==> config.mk <==
export PLATFORM = sky130hd
export DESIGN_NAME = wts_noise_sweep_controller
export DESIGN_NICKNAME = d
export VERILOG_FILES = /design/src/rtl/wts_noise_sweep_controller.sv
export SDC_FILE = /design/constraint.sdc
export NUM_CORES = 1
export LEC_CHECK = 0
export ABC_AREA = 1
export CAP_MARGIN = 10
export CORE_UTILIZATION = 39
export DETAILED_ROUTE_END_ITERATION = 8
export DONT_BUFFER_PORTS = 1
export RECOVER_POWER = 100
export SLEW_MARGIN = 30
export SYNTH_ARGS = -nofsm -noshare
export SYNTH_HDL_FRONTEND = slang
export SYNTH_SLANG_ARGS = --single-unit
export TNS_END_PERCENT = 1
==> constraint.sdc <==
create_clock -name clk -period 1.95 [get_ports clk]
set_input_delay 0.39 -clock clk [delete_from_list [all_inputs] [get_ports clk]]
set_output_delay 0.39 -clock clk [all_outputs]
set_load 0.02 [all_outputs]
==> src/rtl/wts_noise_sweep_controller.sv <==
// Noise frequency sweep sequencer: steps the noise generator frequency count
// from a start value toward an end value at a programmable rate of active pulses.
module wts_noise_sweep_controller #(
  parameter int PRESCALE = 16
) (
  input  logic       clk,
  input  logic       reset,
  input  logic       active,
  input  logic       wr,
  input  logic [1:0] address,
  input  logic [7:0] wdata,
  output logic [4:0] freq_count,
  output logic       noise_enable,
  output logic       busy,
  output logic       sweep_done
);

  // state  | meaning
  // S_IDLE | no sweep; freq_count holds last value
  // S_RUN  | sweeping; prescaler and interval counter run on active pulses
  // S_DONE | one-clk completion, sweep_done asserted, then back to S_IDLE
  typedef enum logic [1:0] {S_IDLE, S_RUN, S_DONE} state_t;

  localparam logic [7:0] PRE_RELOAD = 8'(PRESCALE - 1);

  state_t     state_q, state_d;
  logic [4:0] start_q, start_d;
  logic [4:0] end_q, end_d;
  logic [7:0] interval_q, interval_d;
  logic [4:0] cur_q, cur_d;
  logic [7:0] presc_q, presc_d;
  logic [7:0] icnt_q, icnt_d;
  logic       loop_q, loop_d;
  logic       busy_q, busy_d;
  logic       done_q, done_d;

  logic ctrl_wr, tick, step;

  always_comb begin
    state_d    = state_q;
    start_d    = start_q;
    end_d      = end_q;
    interval_d = interval_q;
    cur_d      = cur_q;
    presc_d    = presc_q;
    icnt_d     = icnt_q;
    loop_d     = loop_q;
    ctrl_wr    = wr && (address == 2'd3);
    tick       = (state_q == S_RUN) && active && (presc_q == 8'd0);
    step       = tick && (icnt_q == 8'd0);

    case (state_q)
      S_RUN: begin
        if (active) presc_d = (presc_q == 8'd0) ? PRE_RELOAD : presc_q - 8'd1;
        if (tick)   icnt_d  = (icnt_q == 8'd0) ? interval_q : icnt_q - 8'd1;
        if (step) begin
          // direction is re-decided every step so a moved end never overshoots
          if (cur_q < end_q)      cur_d = cur_q + 5'd1;
          else if (cur_q > end_q) cur_d = cur_q - 5'd1;
          else if (loop_q)        cur_d = start_q;
          else                    state_d = S_DONE;
        end
      end
      S_DONE:  state_d = S_IDLE;
      default: state_d = state_q;
    endcase

    // control writes win over a same-cycle step; counters and cur freeze on abort
    if (ctrl_wr && wdata[2]) begin
      state_d = S_IDLE;
      cur_d   = cur_q;
      presc_d = presc_q;
      icnt_d  = icnt_q;
    end else if (ctrl_wr && wdata[0] && (state_q != S_DONE)) begin
      state_d = S_RUN;
      cur_d   = start_q;
      presc_d = PRE_RELOAD;
      icnt_d  = interval_q;
      loop_d  = wdata[1];
    end

    if (wr) begin
      case (address)
        2'd0:    start_d    = wdata[4:0];
        2'd1:    end_d      = wdata[4:0];
        2'd2:    interval_d = wdata;
        default: ;
      endcase
    end

    busy_d = (state_d == S_RUN);
    done_d = (state_d == S_DONE);
  end

  always_ff @(posedge clk) begin
    if (reset) begin
      state_q    <= S_IDLE;
      start_q    <= '0;
      end_q      <= '0;
      interval_q <= '0;
      cur_q      <= '0;
      presc_q    <= '0;
      icnt_q     <= '0;
      loop_q     <= 1'b0;
      busy_q     <= 1'b0;
      done_q     <= 1'b0;
    end else begin
      state_q    <= state_d;
      start_q    <= start_d;
      end_q      <= end_d;
      interval_q <= interval_d;
      cur_q      <= cur_d;
      presc_q    <= presc_d;
      icnt_q     <= icnt_d;
      loop_q     <= loop_d;
      busy_q     <= busy_d;
      done_q     <= done_d;
    end
  end

  assign freq_count   = cur_q;
  assign noise_enable = busy_q;
  assign busy         = busy_q;
  assign sweep_done   = done_q;

endmodule

==> flow_summary_export.csv <==
group,metric,value,unit
power_and_ir_drop,power-per-cell-area,784.3,nW/um2
grt,grt.overflow.total,0,
worst_setup_path,critPathKind,"flop to flop",
timing,drv_slew,0,
timing,maxSlewHeadroom,0.3043,
flow_run,maxCapViolations,0,
timing,fin_tns_setup,0,ns
yosys,synthAdderAreaFrac,0.06306,
yosys,yosys.area_share.simple,0.2612,
timing,max_freq,559.9,MHz
layout,areaGrowthSynthToFinish,8.303,%
die,core,5921,um2
layout,drive_gt1_frac,0.07450,
grt,antenna_found_initial,0,
timing,fin_ws,0.1639,ns
grt,grt_pass1_wl,8.631,mm
cts,cts.sinks,44,
layout,num_antenna_cells,0,
power_and_ir_drop,clkPwrFrac,0.344,
worst_setup_path,critical_path_required,2.18,ns
routing,via_per_inst,4.958,
routing,wl_per_cell,11.84,um
yosys,yosys.area_share.xor_xnor,0.02943,
placed_design,gp_congestion,0.8829,
routing,ant_nets,0,
placed_design,port_buffers,0,
layout,finalNetCount,374,
power_and_ir_drop,p_leak,1.114,nW
yosys,ys_ff_latch,44,
cts,tritoncts,"done",
worst_setup_path,critPathLaunch,"freq_count[1]",
layout,fillCellCount,605,
cts,cts_buffer_depth,2,
power_and_ir_drop,p_switching,0.5844,mW
yosys,synth.avg_cell_area,6.983,um2
grt,grt_max_degree,30,
cts,post_cts_resized,0,
die,dieArea,6422,um2
die,dieHeight,80.14,um
timing,min_period,1.786,ns
worst_setup_path,reg2reg_depth,9,
die,die_w,80.14,um
yosys,syn_inst,341,
worst_setup_path,crit_path_end_kind,"flop",
worst_setup_path,timing.rr.start,"freq_count[1]",
cts,post_cts_buffers,0,
placed_design,dp.final_hpwl,3.790,mm
yosys,syn_area,2381,um2
timing,skew,0.006144,ns
worst_setup_path,path_max_fanout,5,
layout,design_area,2579,um2
timing,hold_slack,0.1492,ns
routing,routed_wl,5.022,mm
cts,clk-insertion-delay-late,0.29,ns
status,outcome,"completed",
yosys,ys_seq_area_frac,0.3699,
power_and_ir_drop,swShare,0.2889,
placed_design,dp_slack,0.1972,ns
yosys,synthesis.nets,367,
grt,grt_pass1_vias,1945,
cts,cts_inserted_buffers,5,
timing,finalHoldViolCount,0,
die,ioPinCount,22,
yosys,synth_compound_area_frac,0.1808,
grt,grt_usage,0.1721,
hold_path,hp-class,"input port to flop",
routing,drtIter0Drc,88,
routing,drc,0,
cts,cts.clk_slew.worst_paths,0.09,ns
timing,tightest_slew,1.044,ns
routing,drt_pass1_iterations,6,
die,start_util,0.4022,
worst_setup_path,start_kind,"flop",
layout,final_util,0.4355,
cts,htree_levels,2,
yosys,synth_mux_area_frac,0,
timing,fin_crit_sh,0.9159,
routing,dr_total_vias,2102,
power_and_ir_drop,p_int,1.438,mW
worst_setup_path,reg2reg_slack,0.16,ns
cts,clockRootBuffer,"clkbuf_8",
worst_setup_path,arrival,2.01,ns
timing,setup_viol,0,
power_and_ir_drop,pwr-share-comb,0.180,
worst_setup_path,r2r-end,"freq_count[4]",
worst_setup_path,worstSetupEndpoint,"freq_count[4]",
timing,rsz0062_at_grt,"yes",
die,num_rows,28,
power_and_ir_drop,seqPwrFrac,0.476,
yosys,yosysWarnings,0,
yosys,synth_top_family_by_area,"simple AND/OR/NAND/NOR gates",
placed_design,placed_area,2496,um2
power_and_ir_drop,ir_worst_vdd,0.3931,mV
yosys,synth_cell_types,30,
cts,ctsHoldBuffers,0,
## how the worst min path moves through the flow
stage | startpoint | end | cells past startpoint
final | reset | icnt_q[4] | 1
after global routing | reset | icnt_q[5] | 1
after CTS | reset | icnt_q[4] | 1
after detailed placement | loop_q | loop_q | 2
after global placement | presc_q[0] | presc_q[0] | 1
after floorplan | loop_q | loop_q | 2
## flip-flops by register name, summed over array words and instances (netlist names)
signal / flops
interval_q: 8
freq_count: 5
start_q: 5
icnt_q: 8
busy: 1
presc_q: 8
sweep_done: 1
loop_q: 1
state_q: 2
end_q: 5
## logic make-up (layout without fill, tap and decap cells)
kind of cell	Yosys count	after routing
adders and majority gates	12	12
xor gates and xnor gates	8	8
buffers and inverters	58	66
AOI/OAI and AO/OA	80	80
DFF	44	44
and+or+nand+nor	139	139
## synthesized netlist by cell type, drive strengths merged
cell / number / area (um2)
nand2: 51 / 206.5
nor4: 1 / 6.260
a311oi: 1 / 8.760
clkinv: 1 / 5.000
nor3: 7 / 35.03
nand3: 23 / 125.1
xnor2: 1 / 8.760
o21ai: 42 / 210.2
inv: 49 / 183.9
a31oi: 2 / 12.51
buf: 3 / 20.01
a21oi: 30 / 161.4
and3: 1 / 6.260
o21bai: 1 / 7.510
dfxtp: 44 / 880.8
nor2: 54 / 230.2
o211ai: 4 / 30.03
nand4: 2 / 12.51
clkbuf: 5 / 18.77
xor2: 7 / 61.31
ha: 12 / 150.1
## stage by stage
step / instances / total power [mW]
after floorplan: 341 / 1.280
after global placement: 416 / 1.353
after detailed placement: 416 / 1.353
after CTS: 424 / 2.049
after global routing: 424 / 2.143
final: 424 / 2.022
## final cells by class
| class | instances | area, um2 | area share |
|---|---|---|---|
| Multi-Input combinational cell | 239 | 1270 | 0.4925 |
| Sequential cell | 44 | 880.8 | 0.3416 |
| Inverter | 50 | 188.9 | 0.07327 |
| Tap cell | 75 | 93.84 | 0.03639 |
| Clock buffer | 6 | 72.57 | 0.02814 |
| Timing Repair Buffer | 8 | 37.54 | 0.01456 |
| Clock inverter | 2 | 35.03 | 0.01359 |
## power groups by stage
stage / logic (mW) / clock network, mW / registers (mW)
2_1_floorplan: 0.296 / 0 / 0.984
3_3_place_gp: 0.369 / 0 / 0.984
3_5_place_dp: 0.369 / 0 / 0.984
4_1_cts: 0.371 / 0.715 / 0.963
5_1_grt: 0.422 / 0.752 / 0.968
6_report: 0.364 / 0.696 / 0.963
## layout by cell type, fill, tap and decap left out, drive strengths merged
cell type and count:
o21bai 1, buf 2, ha 12, nand2 51, xnor2 1, bufinv 1
nor4 1, dfxtp 44, xor2 7, a31oi 2, nor2 54, a311oi 1
o211ai 4, nand4 2, inv 49, nor3 7, clkbuf 12, o21ai 42
nand3 23, clkinv 2, a21oi 30, and3 1
## worst max-delay path: stages (launching register included)
cell	delay, ns
dfxtp_1	0.34
clkbuf_1	0.35
inv_1	0.13
ha_1	0.24
nand3_1	0.10
xor2_1	0.17
nand3_1	0.09
a21oi_1	0.12
nor2_1	0.06
nor2_1	0.11
## per-layer routing
layer | wire, um | up-vias | track usage
met5 | 0 | - | 0
met4 | 50 | 0 | 0.05000
met3 | 164 | 5 | 0.03636
met2 | 2252 | 30 | 0.2786
met1 | 2555 | 944 | 0.2293
li1 | - | 1123 | -
Power figures use the tool's default switching activity.
